### src/rtl/signed_calc_pkg.sv
// Shared encodings and helpers for the sequential signed calculator.
package signed_calc_pkg;

  typedef enum logic [1:0] {
    OP_ADD = 2'b00,
    OP_SUB = 2'b01,
    OP_MUL = 2'b10,
    OP_MAC = 2'b11
  } op_t;

  typedef enum logic [1:0] {
    IDLE,
    MUL,
    DONE
  } state_t;

  // Clamp a signed value into the range of a w-bit signed number (w <= 64).
  function automatic logic signed [63:0] sat(input logic signed [63:0] val,
                                             input int unsigned w);
    logic signed [63:0] max_v;
    logic signed [63:0] min_v;
    max_v = (64'sd1 <<< (w - 1)) - 64'sd1;
    min_v = -(64'sd1 <<< (w - 1));
    if (val > max_v) return max_v;
    if (val < min_v) return min_v;
    return val;
  endfunction

endpackage

### src/rtl/signed_mul_iter.sv
// Iterative W-bit signed multiplier: magnitude shift-add, one bit per cycle, sign fix-up at the end.
module signed_mul_iter #(
  parameter int W = 5
) (
  input  logic           clk,
  input  logic           rst_n,
  input  logic           start,
  input  logic [W-1:0]   a,
  input  logic [W-1:0]   b,
  output logic           done,
  output logic [2*W-1:0] product
);

  localparam int CW = $clog2(W);

  logic           busy;
  logic           neg;
  logic [2*W-1:0] a_sh;
  logic [W-1:0]   b_sh;
  logic [2*W-1:0] pp;
  logic [2*W-1:0] pp_next;
  logic [CW-1:0]  cnt;

  // The most negative operand has magnitude 2^(W-1), which still fits W unsigned bits.
  function automatic logic [W-1:0] mag(input logic [W-1:0] v);
    return v[W-1] ? -v : v;
  endfunction

  // The last partial sum is folded in combinationally so the result is ready on the W-th step.
  always_comb begin
    pp_next = pp + (b_sh[0] ? a_sh : '0);
    done    = busy && (cnt == CW'(W - 1));
    product = neg ? -pp_next : pp_next;
  end

  // NOTE: state registers use non-blocking assignments so every flop samples pre-edge values.
  always_ff @(posedge clk or negedge rst_n) begin
    if (!rst_n) begin
      busy <= 1'b0;
      neg  <= 1'b0;
      a_sh <= '0;
      b_sh <= '0;
      pp   <= '0;
      cnt  <= '0;
    end else if (start) begin
      busy <= 1'b1;
      neg  <= a[W-1] ^ b[W-1];
      a_sh <= {{W{1'b0}}, mag(a)};
      b_sh <= mag(b);
      pp   <= '0;
      cnt  <= '0;
    end else if (busy) begin
      pp   <= pp_next;
      a_sh <= a_sh << 1;
      b_sh <= b_sh >> 1;
      cnt  <= cnt + CW'(1);
      if (done) busy <= 1'b0;
    end
  end

endmodule

### src/rtl/signed_calc_seq.sv
// Sequential signed calculator: add/sub in one cycle, iterative mul, and a saturating MAC
// accumulator with a sticky overflow flag, behind valid/ready handshakes on both sides.
module signed_calc_seq
  import signed_calc_pkg::*;
#(
  parameter int W     = 5,
  parameter int ACC_W = 12
) (
  input  logic             i_clk,
  input  logic             i_rst_n,
  input  logic             i_valid,
  output logic             o_ready,
  input  logic [1:0]       i_op,
  input  logic [W-1:0]     i_as,
  input  logic [W-1:0]     i_bs,
  input  logic             i_acc_clr,
  output logic             o_valid,
  input  logic             i_ready,
  output logic [2*W-1:0]   o_fs,
  output logic [ACC_W-1:0] o_acc,
  output logic             o_ovf
);

  state_t                  state;
  state_t                  state_next;
  op_t                     op;
  logic                    accept;
  logic                    is_mac;
  logic                    mul_done;
  logic                    ovf_hit;
  logic [2*W-1:0]          product;
  logic signed [2*W-1:0]   a_ext;
  logic signed [2*W-1:0]   b_ext;
  logic signed [ACC_W-1:0] acc;
  logic signed [63:0]      acc_sum;
  logic signed [63:0]      acc_sat;

  assign op      = op_t'(i_op);
  assign a_ext   = (2*W)'($signed(i_as));
  assign b_ext   = (2*W)'($signed(i_bs));
  assign o_ready = (state == IDLE);
  assign o_valid = (state == DONE);
  assign accept  = i_valid && o_ready;
  assign o_acc   = acc;

  signed_mul_iter #(.W(W)) u_mul (
    .clk     (i_clk),
    .rst_n   (i_rst_n),
    .start   (accept && (op == OP_MUL || op == OP_MAC)),
    .a       (i_as),
    .b       (i_bs),
    .done    (mul_done),
    .product (product)
  );

  always_ff @(posedge i_clk or negedge i_rst_n) begin
    if (!i_rst_n) state <= IDLE;
    else          state <= state_next;
  end

  // NOTE: defaulting state_next first keeps every path assigned, so no latch is inferred.
  always_comb begin
    state_next = state;
    case (state)
      IDLE:    if (i_valid) state_next = (op == OP_ADD || op == OP_SUB) ? DONE : MUL;
      MUL:     if (mul_done) state_next = DONE;
      DONE:    if (i_ready) state_next = IDLE;
      default: state_next = IDLE;
    endcase
  end

  always_ff @(posedge i_clk or negedge i_rst_n) begin
    if (!i_rst_n) begin
      o_fs   <= '0;
      is_mac <= 1'b0;
    end else if (accept) begin
      is_mac <= (op == OP_MAC);
      if (op == OP_ADD)      o_fs <= a_ext + b_ext;
      else if (op == OP_SUB) o_fs <= a_ext - b_ext;
    end else if (mul_done) begin
      o_fs <= product;
    end
  end

  // Sum at 64 bits so the clamp sees the true value before it is squeezed into ACC_W.
  always_comb begin
    acc_sum = 64'(acc) + 64'($signed(product));
    acc_sat = sat(acc_sum, ACC_W);
    ovf_hit = (acc_sat != acc_sum);
  end

  // A clear on the completion edge wins; the product still reaches o_fs.
  always_ff @(posedge i_clk or negedge i_rst_n) begin
    if (!i_rst_n) begin
      acc   <= '0;
      o_ovf <= 1'b0;
    end else if (i_acc_clr) begin
      acc   <= '0;
      o_ovf <= 1'b0;
    end else if (mul_done && is_mac) begin
      acc <= acc_sat[ACC_W-1:0];
      if (ovf_hit) o_ovf <= 1'b1;
    end
  end

endmodule

### config.mk
export PLATFORM = sky130hd
export DESIGN_NAME = signed_calc_seq
export DESIGN_NICKNAME = d
export VERILOG_FILES = /design/src/rtl/signed_calc_pkg.sv /design/src/rtl/signed_mul_iter.sv /design/src/rtl/signed_calc_seq.sv
export SDC_FILE = /design/constraint.sdc
export NUM_CORES = 1
export LEC_CHECK = 0
export CAP_MARGIN = 15
export CORE_AREA = 3 3 101 103
export DETAILED_ROUTE_END_ITERATION = 10
export DIE_AREA = 0 0 104 106
export DONT_BUFFER_PORTS = 1
export SLEW_MARGIN = 20
export SYNTH_ARGS = -nofsm -noshare
export SYNTH_HDL_FRONTEND = slang
export SYNTH_HIERARCHICAL = 1
export SYNTH_SLANG_ARGS = --single-unit
### constraint.sdc
create_clock -name i_clk -period 14.1 [get_ports i_clk]
set_clock_uncertainty 0.1 [all_clocks]
set_input_delay 2.115 -clock i_clk [delete_from_list [all_inputs] [get_ports i_clk]]
set_output_delay 2.115 -clock i_clk [all_outputs]
set_load 0.02 [all_outputs]
==> results of run 1 <==
-- final cells by class --
cell class / count / share of cell area
clock buffers: 6 / 0.0167
clock inverters: 2 / 0.00892
inverters: 20 / 0.0173
multi-input cells: 365 / 0.594
flip-flops and latches: 56 / 0.322
well taps: 129 / 0.0371
repair buffers: 2 / 0.00345
-- sequential cells by signal (all words and copies together), names as in the netlist, 2 cells and up --
name	count
o_fs	10
state	2
u_mul/b_sh	5
u_mul/pp	10
u_mul/cnt	3
u_mul/a_sh	10
o_acc	12
-- how the worst max path moves through the flow --
stage,to,slack [ns],depth (start not counted)
floorplan,o_acc[0],9.30,19
global placement,o_acc[5],8.95,17
detailed placement,o_acc[0],8.78,17
CTS,o_acc[0],8.76,17
global route,o_acc[6],8.25,16
finish,o_acc[0],8.72,17
-- worst min-delay path, cell delays in order (launching register included) --
cell,delay (ns)
dfrtp_1,0.36
mux2i_1,0.06
nor2_1,0.08
-- cells in the mapped netlist (2+ instances only) --
library cell and n:
dfrtp_1 56, nand2_1 42, nor2_1 42, ha_1 32
xnor2_1 31, a21oi_1 28, mux2i_1 25, inv_1 20
nand3_1 20, o21ai_0 19, o211ai_1 14, clkbuf_1 13
xor2_1 11, a21o_1 9, and2_1 9, nand4_1 8
a211oi_1 7, a32o_1 6, nand2b_1 5, nor2b_1 5
a31oi_1 4, buf_1 4, nor3_1 4, o31ai_1 4
a211o_1 3, buf_2 3, fa_1 3, o21a_1 3
a221oi_1 2, and3_1 2, and4_1 2, buf_6 2
o21bai_1 2, or2_2 2
-- where the power goes --
group          switching (mW)  internal, mW
clock                  0.0567        0.0539
sequential             0.0648         0.215
combinational           0.402         0.262
-- metal layers --
layer / track usage / share of wire
met5: 0 / 0
met1: 0.246 / 0.47
met4: 0.0465 / 0.011
met3: 0.0316 / 0.039
met2: 0.292 / 0.48
-- stage by stage --
stage               instances  hold WS, ns
floorplan                 464        0.372
global placement          572        0.408
detailed placement        572        0.411
CTS                       580        0.439
global route              580        0.489
finish                    580        0.429
-- kinds of logic after synthesis --
group	share of synthesized area
muxes	0.0627
and+or+nand+nor	0.171
buffers and inverters	0.0441
xor gates and xnor gates	0.0883
DFF	0.336
adders and majority gates	0.110
AOI/OAI and AO/OA	0.188
==> run_results.csv, run 1 <==
group,metric,value,unit
yosys,ys_seq_elements,56,
global_route,grt_overflow,0,
worst_setup_path,start_kind,"register",
clock_network,clk_pin_slew,0.11,ns
power_and_ir_drop,peakVddDrop,0.0903,mV
sta,fin_crit_sh,0.381,
worst_setup_path,crit_path_top_delay_cell,"dfrtp_1",
routing,firstDrtPassIters,5,
layout,n_antenna_cell,0,
worst_setup_path,path_cells,"and2_1, ha_1, fa_1, a21oi_1, o22ai_1, o41ai_1, xnor2_1, o41ai_2, xor2_1, ha_1, a21o_1, a31oi_1, a21oi_1, a311oi_1, nand2_1, a211o_1, a32o_1",
worst_setup_path,required,14.21,ns
sta,slew_headroom,0.370,
global_route,grt_max_degree,57,
routing,drtIter0Drc,173,
global_route,gr-usage-all-layers,0.179,
placement,place_hpwl,7.12,mm
power_and_ir_drop,p_per_area,242,mW/mm2
clock_network,clock-sinks,56,
worst_setup_path,r2r_cells,17,
hold_path,hp-start,"u_mul/a_sh[9]",
clock_network,cts_tree,"built",
yosys,syn_area,0.00417,mm2
sta,slew_viol_final,0,
worst_setup_path,worstPathArrival,5.49,ns
layout,layout-drive-gt1-share,0.0399,
layout,seqCellArea,0.00140,mm2
clock_network,holdBufCountCts,0,
global_route,grt_pass1_vias,3249,
clock_network,cts_resized,0,
yosys,syn_inst,464,
yosys,yosysTopAreaCell,"dfrtp_1",
floorplan,initial_core_util,0.449,
yosys,synth_area_leaders,"dfrtp_1, ha_1, xnor2_1, mux2i_1, nand2_1",
worst_setup_path,critPathLaunch,"u_mul/b_sh[0]",
hold_path,hold_depth,2,
sta,rsz0062_at_grt,"no",
layout,fill_cells,887,
floorplan,die_height,106,um
clock_network,cts.path.max_buffers,2,
worst_setup_path,rr_startpoint,"u_mul/b_sh[0]",
layout,area.growth.synth_to_final,4.29,%
floorplan,die_area,0.0110,mm2
global_route,grt_pass1_wl,16.4,mm
worst_setup_path,worstSetupEndpointType,"register",
clock_network,post_cts_buffers,0,
yosys,synth_cell_types,56,
sta,worst_slack,8.72,ns
yosys,avgSynthCellArea,8.98,um2
floorplan,io-pin-count,42,
layout,multiInputGateArea,0.00258,mm2
yosys,synth_edf_count,0,
layout,layout_commonest_cell,"dfrtp_1",
layout,final_area,0.00435,mm2
yosys,synth_nets,516,
layout,layout_common_cells,"dfrtp_1, nor2_1, nand2_1, ha_1, xnor2_1",
floorplan,rows,35,
status,status,"finished, final reports clean",
sta,max_freq,0.186,GHz
floorplan,die_w,104,um
worst_setup_path,critPathMaxStageDelay,0.48,ns
hold_path,hold_class,"reg -> reg",
sta,layout_min_cycle_time,5.38,ns
yosys,synthArstFlopShare,1.00,
floorplan,core,0.00928,mm2
yosys,yosysWarnings,6,
sta,finalHoldViolations,0,
sta,worstMarginPinSlew,0.945,ns
worst_setup_path,r2r_slack,8.72,ns
hold_path,min_to,"u_mul/a_sh[9]",
clock_network,clkLatencyLatePin,0.31,ns
placement,gp_congestion,0.898,
routing,drcViolationCount,0,
placement,io_buffers,0,
worst_setup_path,r2r_end,"o_acc[0]",
global_route,antenna_found_initial,0,
placement,place_ws,8.78,ns
power_and_ir_drop,total_power,1.05,mW
clock_network,cts-root-buf,"clkbuf_8",
power_and_ir_drop,p_leak,2.02,nW
sta,setup_viol,0,
yosys,synthFlopType,"dfrtp_1",
routing,vias,3295,
worst_setup_path,crit_buf_inv,0,
clock_network,htreeDepth,2,
worst_setup_path,critPathTopFamily,"compound AO/OA/AOI/OAI gates",
routing,wire_per_inst,16.3,um
worst_setup_path,path_max_fanout,13,
clock_network,numCtsBuffers,5,
yosys,yosysSeqAreaShare,0.336,
routing,ant_nets,0,
sta,tns,0,ns
layout,layout.nets,502,
run,cap_viol_max_count,0,
placement,post_dp_cell_area,0.00424,mm2
worst_setup_path,critical_path_class,"reg -> reg",
routing,wl,9.47,mm
yosys,netlist.area_leader.share,0.336,
routing,avgViaCountPerCell,5.68,
layout,final_util,0.468,
Note: power is estimated with default switching activity, not from simulation.
==> run 2: changes to the inputs <==
clock period = 4.6 ns   (was 14.1 ns; I/O delays follow)
==> run 2 against run 1 <==
- setup slack worse by 8.7 ns
- first-iteration DRC count down 26%
- total power rose to 3.6 times the previous value
- sequential power rose to 3.1 times the previous value
- sequential share of layout area down 3.9 points
- wire length up 7.2%
- combinational power rose to 4.0 times the previous value
- die area unchanged
- flip-flop and latch count unchanged
==> run_results.csv, run 2 (same netlist as run 1, synthesis figures left out) <==
group,metric,value,unit
floorplan,initial_core_util,0.449,
layout,area.growth.synth_to_final,18.8,%
clock_network,clk_pin_slew,0.11,ns
placement,gp_congestion,0.886,
sta,slew_headroom,0.304,
power_and_ir_drop,total_power,3.78,mW
worst_setup_path,path_max_fanout,9,
layout,layout_common_cells,"dfrtp_1, buf_4, nor2_1, nand2_1, xnor2_1",
run,cap_viol_max_count,0,
sta,rsz0062_at_grt,"yes",
layout,layout.nets,555,
global_route,grt_pass1_vias,3403,
floorplan,die_w,104,um
worst_setup_path,worstSetupEndpointType,"register",
layout,layout_commonest_cell,"dfrtp_1",
clock_network,clock-sinks,56,
sta,layout_min_cycle_time,4.59,ns
placement,place_ws,-0.0649,ns
global_route,antenna_found_initial,0,
clock_network,cts.path.max_buffers,2,
worst_setup_path,required,4.72,ns
sta,finalHoldViolations,0,
worst_setup_path,r2r_cells,19,
worst_setup_path,critical_path_class,"reg -> reg",
layout,fill_cells,842,
global_route,gr-usage-all-layers,0.179,
sta,worstMarginPinSlew,1.04,ns
power_and_ir_drop,p_leak,2.32,nW
power_and_ir_drop,p_per_area,764,mW/mm2
hold_path,hold_class,"in -> async",
clock_network,numCtsBuffers,5,
global_route,grt_pass1_wl,16.4,mm
floorplan,die_area,0.0110,mm2
placement,place_hpwl,7.54,mm
clock_network,cts_tree,"built",
status,status,"finished, final reports clean",
routing,firstDrtPassIters,4,
worst_setup_path,start_kind,"register",
sta,fin_crit_sh,0.998,
global_route,grt_max_degree,57,
routing,vias,3459,
clock_network,clkLatencyLatePin,0.32,ns
layout,n_antenna_cell,0,
routing,drtIter0Drc,128,
power_and_ir_drop,peakVddDrop,0.249,mV
floorplan,die_height,106,um
routing,avgViaCountPerCell,5.46,
sta,setup_viol,0,
clock_network,htreeDepth,2,
layout,layout-drive-gt1-share,0.196,
sta,worst_slack,0.00767,ns
sta,tns,0,ns
sta,slew_viol_final,0,
floorplan,rows,35,
floorplan,core,0.00928,mm2
worst_setup_path,worstPathArrival,4.71,ns
clock_network,cts-root-buf,"clkbuf_8",
sta,max_freq,0.218,GHz
layout,final_util,0.533,
routing,ant_nets,0,
placement,place_inst,610,
floorplan,io-pin-count,42,
routing,wire_per_inst,16.0,um
routing,wl,10.1,mm
global_route,grt_overflow,0,
layout,fin_cells,633,
routing,drcViolationCount,0,
layout,largest_register_ffs,12,
placement,io_buffers,0,
## run 2: area by class of cell
class	instances	area (um2)	share of cell area
flip-flops and latches	56	1400	0.283
inverters	20	75.1	0.0152
clock inverters	3	25.0	0.00506
clock buffers	5	68.8	0.0139
well taps	129	161	0.0326
multi-input cells	365	2770	0.560
repair buffers	55	444	0.0897
## run 2: per-layer routing
metal  track usage  vias up  routed length [um]
met1         0.226     1658                4500
met4        0.0503        0                 196
li1              -     1734                   -
met2         0.319       50                5140
met5             0        -                   0
met3        0.0285       17                 313
## run 2: final timing paths
check,slack (ns),from,end
min in group i_clk,0.39,i_as[0],u_mul/a_sh[0]
worst min-delay path,0.12,i_rst_n,o_acc[2]
worst max register to register,0.008,u_mul/a_sh[0],o_acc[0]
worst max-delay path,0.008,u_mul/a_sh[0],o_acc[0]
worst min register to register,0.43,u_mul/a_sh[9],u_mul/a_sh[9]
max in group asynchronous,4.03,i_rst_n,u_mul/neg
## run 2: metrics by stage
stage	area [um2]	hold slack, ns
after floorplan	4210	0.294
after global placement	4560	0.296
after detailed placement	4560	0.296
after CTS	4710	0.132
after global routing	4950	0.124
final	4950	0.122
## run 2: where the power goes
group	switching (mW)	total (mW)	internal, mW
Combinational	1.40	2.63	1.23
Clock	0.174	0.286	0.112
Sequential	0.206	0.864	0.659
Total	1.78	3.78	2.00
## run 2: critical path, cell delays in order (launching register included)
cell and delay [ns]:
dfrtp_1 0.41, and2_4 0.17, ha_4 0.16, fa_2 0.40
a21o_1 0.18, a21oi_2 0.17, xnor2_2 0.09, buf_4 0.13
or3_4 0.39, o31ai_4 0.26, xnor2_2 0.10, ha_1 0.32
nand2_1 0.07, or3b_1 0.39, a21oi_2 0.16, a311oi_2 0.06
or2_1 0.25, buf_6 0.14, a211o_1 0.28, a32o_1 0.25
## run 2: what timing repair did
action                                  4_1_cts  5_1_grt
hold endpoints to repair                     56        0
pin swaps                                     5       19
setup buffers                                 2       12
hold buffers                                  1        0
endpoints found under the setup margin       11       12
resized for setup                             4       30
==> run 3: changes to the inputs <==
clock period = 4.1 ns   (was 4.6 ns; I/O delays follow)
==> run 3 against run 2 <==
- the run now ends with setup timing left
- utilization rose by 5.3 points
- flip-flop and latch count is the same
- wire length grew 7.2%
- cell count up 7.7%
- global-route usage up 1.8 points
- combinational power up 41%
- worst hold slack worse by 0.084 ns
- sequential power grew 11%
- sequential share of layout area down 2.6 points
- critical path type unchanged
- critical endpoint unchanged
==> run_results.csv, run 3 (same netlist as run 1, synthesis figures left out) <==
group,metric,value,unit
layout,seqCellArea,0.00140,mm2
routing,ant_nets,0,
global_route,grt_max_degree,57,
floorplan,initial_core_util,0.449,
floorplan,io-pin-count,42,
clock_network,numCtsBuffers,5,
worst_setup_path,worstPathArrival,4.66,ns
placement,place_hpwl,7.71,mm
sta,slew_viol_final,0,
sta,rsz0062_at_grt,"yes",
status,status,"finished, violations left",
global_route,antenna_found_initial,0,
layout,n_antenna_cell,0,
worst_setup_path,worstSetupEndpointType,"register",
status,violations,"setup timing",
routing,wire_per_inst,15.9,um
power_and_ir_drop,peakVddDrop,0.390,mV
clock_network,cts_tree,"built",
worst_setup_path,crit_top_cell,"buf_4",
power_and_ir_drop,seq_power_share,0.192,
global_route,gr-usage-all-layers,0.198,
clock_network,clk_pin_slew,0.12,ns
worst_setup_path,crit_path_top_delay_cell,"dfrtp_1",
worst_setup_path,required,4.23,ns
worst_setup_path,start_kind,"register",
power_and_ir_drop,intPower,2.77,mW
layout,fill_cells,829,
power_and_ir_drop,total_power,4.99,mW
sta,slew_headroom,0.388,
hold_path,hold_class,"in -> async",
worst_setup_path,critPathMaxStageDelay,0.42,ns
layout,layout_common_cells,"buf_4, dfrtp_1, nor2_1, nand2_1, ha_1",
power_and_ir_drop,p_per_area,917,mW/mm2
placement,gp_congestion,0.874,
worst_setup_path,path_max_fanout,7,
layout,area.growth.synth_to_final,30.6,%
sta,max_freq,0.221,GHz
floorplan,die_w,104,um
placement,io_buffers,0,
run,cap_viol_max_count,0,
power_and_ir_drop,p_leak,2.63,nW
floorplan,core,0.00928,mm2
clock_network,clkLatencyLatePin,0.32,ns
clock_network,cts.path.max_buffers,2,
clock_network,clock-sinks,56,
clock_network,cts-root-buf,"clkbuf_8",
worst_setup_path,critical_path_class,"reg -> reg",
sta,worstMarginPinSlew,0.918,ns
global_route,grt_pass1_wl,18.0,mm
routing,drtIter0Drc,175,
worst_setup_path,path_cells,"buf_6, and2_4, ha_1, a21oi_1, o211ai_1, buf_4, a31oi_4, xnor2_2, buf_4, o31ai_4, xnor2_1, ha_1, nand2_1, or3b_1, a21oi_2, a311oi_2, buf_4, and2_4, a211o_1, a32o_1",
routing,vias,3718,
power_and_ir_drop,power.switching,2.22,mW
power_and_ir_drop,clkPwrFrac,0.065,
routing,avgViaCountPerCell,5.45,
layout,layout-drive-gt1-share,0.291,
worst_setup_path,crit_buf_inv,4,
sta,finalHoldViolations,0,
global_route,grt_pass1_vias,3687,
floorplan,die_area,0.0110,mm2
power_and_ir_drop,swShare,0.445,
floorplan,rows,35,
floorplan,die_height,106,um
layout,layout.nets,604,
clock_network,htreeDepth,2,
sta,fin_crit_sh,1.11,
routing,drcViolationCount,0,
sta,worst_slack,-0.431,ns
layout,final_util,0.586,
sta,setup_viol,12,
layout,layout_commonest_cell,"buf_4",
routing,wl,10.9,mm
sta,layout_min_cycle_time,4.53,ns
layout,multiInputGateArea,0.00289,mm2
worst_setup_path,critPathTopFamily,"compound AO/OA/AOI/OAI gates",
power_and_ir_drop,p_comb_frac,0.743,
routing,firstDrtPassIters,4,
layout,largest_register_ffs,12,
global_route,grt_overflow,0,
==> run 3: changes by cell type in the layout (fill, tap and decap cells not counted), sizes merged <==
cell / before / now
buf: 55 / 104
clkinvlp: 1 / 0
clkinv: 0 / 2
inv: 22 / 21
==> run 3: final cells by class <==
| cell class | instances | share of cell area |
|---|---|---|
| inverters | 20 | 0.0138 |
| multi-input cells | 365 | 0.530 |
| clock inverters | 3 | 0.00414 |
| well taps | 129 | 0.0296 |
| repair buffers | 104 | 0.152 |
| clock buffers | 5 | 0.0126 |
| flip-flops and latches | 56 | 0.257 |
==> run 3: routing by layer <==
layer	vias to the layer above	wire, um	global-route usage
met1	1797	5000	0.256
met5	-	0	0
li1	1838	-	-
met3	18	337	0.0322
met4	0	155	0.0484
met2	65	5390	0.346
==> run 3: metrics by stage <==
stage	instance area [um2]	instances	TNS [ns]	hold WS (ns)	setup slack, ns
detailed placement	4850	648	-5.60	0.221	-0.543
global placement	4850	648	-4.59	0.221	-0.470
floorplan	4230	464	-4.26	0.219	-0.493
CTS	5300	684	-4.10	0.0493	-0.397
global route	5440	682	-6.47	0.0487	-0.583
finish	5440	682	-4.12	0.0383	-0.431
==> run 3: final timing paths <==
path / startpoint / endpoint / cells past startpoint / slack, ns
worst max-delay path: u_mul/b_sh[0] / o_acc[0] / 20 / -0.43
worst max register to register: u_mul/b_sh[0] / o_acc[0] / 20 / -0.43
min in group i_clk: i_as[0] / u_mul/a_sh[0] / 2 / 0.33
max in group asynchronous: i_rst_n / u_mul/pp[2] / 1 / 3.62
worst min-delay path: i_rst_n / o_acc[7] / 1 / 0.04
worst min register to register: u_mul/a_sh[9] / u_mul/a_sh[9] / 2 / 0.44
==> run 3: worst reg2reg max path, cell delays in order (launching register included) <==
cell and delay, ns:
dfrtp_1 0.42, buf_6 0.14, and2_4 0.14, ha_1 0.30, a21oi_1 0.23, o211ai_1 0.18, buf_4 0.19, a31oi_4 0.19
xnor2_2 0.11, buf_4 0.17, o31ai_4 0.22, xnor2_1 0.15, ha_1 0.36, nand2_1 0.08, or3b_1 0.40, a21oi_2 0.18
a311oi_2 0.06, buf_4 0.17, and2_4 0.18, a211o_1 0.23, a32o_1 0.25
==> run 3: power groups by stage <==
stage | Clock, mW | Sequential, mW | Combinational, mW
6_report | 0.322 | 0.960 | 3.71
5_1_grt | 0.357 | 0.991 | 4.05
4_1_cts | 0.333 | 0.951 | 3.54
3_5_place_dp | 0 | 0.958 | 3.04
3_3_place_gp | 0 | 0.954 | 2.97
2_1_floorplan | 0 | 0.909 | 1.92
==> run 3: repair_timing <==
action	4_1_cts	5_1_grt
buffers inserted	26	4
setup endpoints to repair	12	14
hold endpoints to repair	56	0
cloned	1	0
hold buffers	1	0
resized for setup	31	28
pin swaps	20	17
